## config.mk

```make
export PLATFORM = sky130hd
export DESIGN_NAME = fetch_unit
export DESIGN_NICKNAME = d
export VERILOG_FILES = /design/src/rtl/fetch_unit.sv
export SDC_FILE = /design/constraint.sdc
export NUM_CORES = 1
export LEC_CHECK = 0
export ABC_AREA = 0
export CORE_AREA = 10 10 115 117
export DETAILED_ROUTE_END_ITERATION = 6
export DIE_AREA = 0 0 125 127
export PLACE_DENSITY = 0.82
export SETUP_SLACK_MARGIN = 0.05
export SLEW_MARGIN = 5
export SYNTH_ARGS = -nofsm -noshare
export SYNTH_HDL_FRONTEND = slang
export SYNTH_SLANG_ARGS = --single-unit
export TNS_END_PERCENT = 100
```

## constraint.sdc

```tcl
create_clock -name clk -period 2.1 [get_ports clk]
set_input_delay 0.315 -clock clk [delete_from_list [all_inputs] [get_ports clk]]
set_output_delay 0.315 -clock clk [all_outputs]
set_load 0.05 [all_outputs]
```

## src/rtl/fetch_unit.sv

```systemverilog
// fetch_unit: single-outstanding instruction fetch FSM with redirect and stall handling.
// Optional macro FETCH_ILLEGAL_CHECK_EN enables the registered illegal-encoding flag.
module fetch_unit #(
   parameter logic [31:0] RESET_PC = 32'h0000_0000
) (
   input  logic        clk,
   input  logic        rst_n,
   output logic        imem_req,
   output logic [31:0] imem_addr,
   input  logic        imem_gnt,
   input  logic        imem_rvalid,
   input  logic [31:0] imem_rdata,
   input  logic        redirect_valid,
   input  logic [31:0] redirect_pc,
   input  logic        stall,
   output logic        instr_valid,
   output logic [31:0] instr,
   output logic [31:0] instr_pc,
   output logic        instr_illegal
);
   typedef enum logic [1:0] {IDLE, REQ, WAIT, VALID} state_t;
   state_t      state_q, state_d;
   logic [31:0] pc_q, pc_d, instr_q, instr_pc_q;
   logic        discard_q, discard_d, load;
   always_comb begin
      state_d   = state_q;
      pc_d      = pc_q;
      discard_d = discard_q;
      load      = 1'b0;
      case (state_q)
         IDLE: state_d = REQ;
         REQ: if (imem_gnt) begin
            state_d   = WAIT;
            discard_d = redirect_valid;
         end
         WAIT: if (imem_rvalid) begin
            load      = !discard_q && !redirect_valid;
            state_d   = load ? VALID : REQ;
            discard_d = 1'b0;
         end else if (redirect_valid) discard_d = 1'b1;
         VALID: if (!stall) state_d = REQ;
         default: state_d = IDLE;
      endcase
      if (load) pc_d = pc_q + 32'd4;
      // redirect overrides the pc in every state and cancels a held instruction
      if (redirect_valid) begin
         pc_d = {redirect_pc[31:2], 2'b00};
         if (state_q == VALID) state_d = REQ;
      end
   end
   always_ff @(posedge clk or negedge rst_n) begin
      if (!rst_n) begin
         state_q    <= IDLE;
         pc_q       <= RESET_PC;
         discard_q  <= 1'b0;
         instr_q    <= 32'h0000_0013;
         instr_pc_q <= 32'h0000_0000;
      end else begin
         state_q   <= state_d;
         pc_q      <= pc_d;
         discard_q <= discard_d;
         if (load) begin
            instr_q    <= imem_rdata;
            instr_pc_q <= pc_q;
         end
      end
   end
`ifdef FETCH_ILLEGAL_CHECK_EN
   logic illegal_q;
   always_ff @(posedge clk or negedge rst_n) begin
      if (!rst_n) illegal_q <= 1'b0;
      else if (load) illegal_q <= (imem_rdata[1:0] != 2'b11) || (imem_rdata == 32'h0000_0000);
   end
   assign instr_illegal = illegal_q;
`else
   assign instr_illegal = 1'b0;
`endif
   assign imem_req    = state_q == REQ;
   assign imem_addr   = pc_q;
   assign instr_valid = state_q == VALID;
   assign instr       = instr_q;
   assign instr_pc    = instr_pc_q;
endmodule
```

==> summary.md <==
| Metric | Value |
|---|---|
| FMAX | 502.9 MHz |
| Gate Count Post-Synth | 342 |
| Setup TNS | 0 ns |
| Share of cells above drive strength 1 | 22.61% |
| Yosys cell types | 32 |
| Layout area overhead | 52.26% |
| Switching pwr | 4.016 mW |
| Clock skew | 0.009971 ns |
| CTS buffer count | 9 |
| XOR/XNOR share of the synthesized area | 5.413% |
| Worst path slowest cell | clkdlybuf4s50_1 |
| Cell Pwr Density | 1426 nW/um2 |
| Dpl hpwl | 9.290 mm |
| Sequential area share after synthesis | 56.60% |
| Setup WS post-layout | 0.1116 ns |
| WS Path Type | flop to output pin |
| Worst-Skew Late Latency | 0.33 ns |
| Leak pwr | 2.746 nW |
| Maximum VDD drop | 0.9363 mV |
| I/O pin count | 169 |
| Pint | 5.120 mW |
| Initial Util | 37.81% |
| Switch share | 43.96% |
| CTS tree | built |
| Average size of a mapped cell | 12.30 um2 |
| Gate power share | 51.0% |
| Detail Route Antenna Nets | 0 |
| Initial DRT Pass Iterations | 4 |
| Die area | 15880 um2 |
| Worst slew margin | 63.30% |
| Crit path largest cell delay | 0.86 ns |
| Root buf cell | clkbuf_16 |
| Die Y | 127 um |
| Unrepaired setup endpoints after global routing | false |
| Post-Synth Adder-Cell Area | 1.785% |
| Fin Hold WS | 0.3371 ns |
| Most common cell after layout, fill and taps aside | clkdlybuf4s50_1 |
| Yosys reg bits | 95 |
| Worst path arrival time | 1.67 ns |
| Core region area | 11130 um2 |
| Maximum net fanout on the critical path | 6 |
| Layout Cells excl Fill | 665 |
| Residual overflow from global routing | 0 |
| Row count | 39 |
| WL/cell | 18.14 um |
| Clock buffer depth | 2 |
| Mux cell area share after synthesis | 17.10% |
| Post-DP Area | 6082 um2 |
| Final min period | 1.988 ns |
| Most frequent cells in the layout | clkdlybuf4s50_1, dfrtp_1, mux2_2 |
| Delay-heaviest family, CP | buffers and inverters |
| Routed WL | 12.06 mm |
| Worst-Margin Slew | 0.5487 ns |
| Final setup violating endpoints | 0 |
| Post-Syn Area | 4207 um2 |
| Fin area | 6405 um2 |
| H-tree depth | 3 |
| Antenna diode count | 0 |
| Initial antenna violation count | 0 |
| Placed Instances | 647 |
| NumNets Final | 593 |
| Clk slew on worst S/H paths | 0.06 ns |
| Outcome | completed |
| DRC | 0 |
| # clock sinks | 95 |
| Vias | 3258 |
| CP cell instances | clkdlybuf4s50_1 |
| Die X | 125 um |
| Vias in the first global route | 3495 |
| Slew Viols, Final | 0 |
| Clock network power share | 17.6% |
| GP Congestion | 0.7994 |
| WP buf/inv | 1 |
| GR Util All Layers | 14.98% |
| Compound-Gate Fraction of Synth Area | 5.443% |
| Final hold violation count | 0 |
| Global-route wire length before repair | 19.34 mm |
| Largest net degree at the start of global routing | 63 |
| DR vias/cell | 4.899 |
| Final Cycle Share | 94.69% |
| 1st-iter DRT viols | 102 |
| Crit path launch type | flop |
| Yosys Warn Count | 0 |
| Simple-gate share of the synthesized area | 10.71% |
| Max Cap Violations | 0 |
| Pre-CTS setup slack | -0.06485 ns |
| Largest family of logic cells by synthesized area | multiplexers |
| IO buf count | 161 |
| Critical Path RT | 1.78 ns |
| Reg power frac | 31.4% |
| Min-delay worst type | input pin to flop |
| Setup crit end kind | output pin |
-- cell families (layout without fill, tap and decap cells) --
kind of cell / after synthesis / in the layout
compound gates: 43 / 43
buf+inv: 25 / 201
flops: 95 / 95
fa+ha+maj: 6 / 6
xor+xnor: 26 / 26
simple gates: 82 / 82
other cells: 1 / 5
mux: 64 / 64
-- synthesized netlist by cell type --
cell type | n | area, um2
dfrtp_1 | 92 | 2302
mux2_2 | 63 | 709.4
nand2_1 | 36 | 135.1
o21ai_0 | 31 | 155.2
xor2_1 | 22 | 192.7
nand4_1 | 11 | 68.82
clkbuf_1 | 9 | 33.78
and3_1 | 8 | 50.05
nand3_1 | 7 | 35.03
buf_2 | 6 | 30.03
ha_1 | 6 | 75.07
nor2_1 | 6 | 22.52
a21oi_1 | 5 | 25.02
buf_4 | 5 | 37.54
inv_1 | 5 | 18.77
xnor2_1 | 4 | 35.03
a31oi_1 | 3 | 18.77
and4_1 | 3 | 26.28
dfstp_2 | 3 | 78.83
or3_1 | 3 | 18.77
nand4b_1 | 2 | 17.52
nor3_1 | 2 | 10.01
a211oi_1 | 1 | 7.510
a21boi_0 | 1 | 7.510
a221oi_1 | 1 | 8.760
conb_1 | 1 | 3.750
mux2i_1 | 1 | 10.01
nand3_4 | 1 | 17.52
nand3b_4 | 1 | 20.02
nor4_4 | 1 | 21.27
o22ai_1 | 1 | 6.260
or2b_1 | 1 | 7.510
-- area by class of cell --
| cell class | count | area [um2] |
|---|---|---|
| repair buffers | 180 | 1779 |
| fillers | 936 | 4721 |
| clock buffers | 12 | 246.5 |
| clock inverters | 4 | 45.04 |
| flip-flops and latches | 95 | 2391 |
| inverters | 5 | 18.77 |
| multi-input cells | 226 | 1745 |
| well taps | 143 | 178.9 |
-- through the flow --
step           util (%)  power (mW)
5_1_grt           57.57       9.566
2_1_floorplan         -       5.848
6_report          57.57       9.136
3_5_place_dp      54.67       7.594
3_3_place_gp      54.67       7.471
4_1_cts           57.38       9.224
-- sequential cells by signal, indices dropped and copies added (netlist names) --
register / cells
discard_q: 1
instr: 32
imem_addr: 30
instr_pc: 30
state_q: 2
-- power groups by stage --
stage	sequential, mW	clock [mW]	combinational, mW
final	2.87	1.61	4.66
after global routing	2.97	1.74	4.86
after CTS	2.87	1.65	4.70
after detailed placement	2.90	0	4.69
after global placement	2.85	0	4.62
after floorplan	4.98	0	0.873
-- repair_timing --
action,4_1_cts,5_1_grt
setup buffers,0,1
setup endpoints to repair,0,24
gates resized for setup,0,4
hold buffers,1,0
endpoints found under the hold margin,33,0
-- layer usage --
layer  wire [um]  vias to the layer above  GRT usage [%]
li1            -                     1540              -
met1        4794                     1581          17.25
met2        5886                      124          24.28
met3        1228                       13          6.658
met4         151                        0          5.420
met5           0                        -              0
-- worst paths after layout --
| check | cells after the start | endpoint | slack, ns | start |
|---|---|---|---|---|
| worst min-delay path | 3 | imem_addr[26] | 0.34 | redirect_valid |
| worst max register to register | 8 | imem_addr[31] | 0.15 | state_q[0] |
| worst min register to register | 1 | instr[12] | 0.51 | instr[12] |
| max in group asynchronous | 3 | instr[0] | 0.88 | rst_n |
| min in group asynchronous | 2 | instr_pc[5] | 0.48 | rst_n |
| worst max-delay path | 1 | imem_addr[24] | 0.11 | imem_addr[24] |
(Power assumes the default switching activity.)
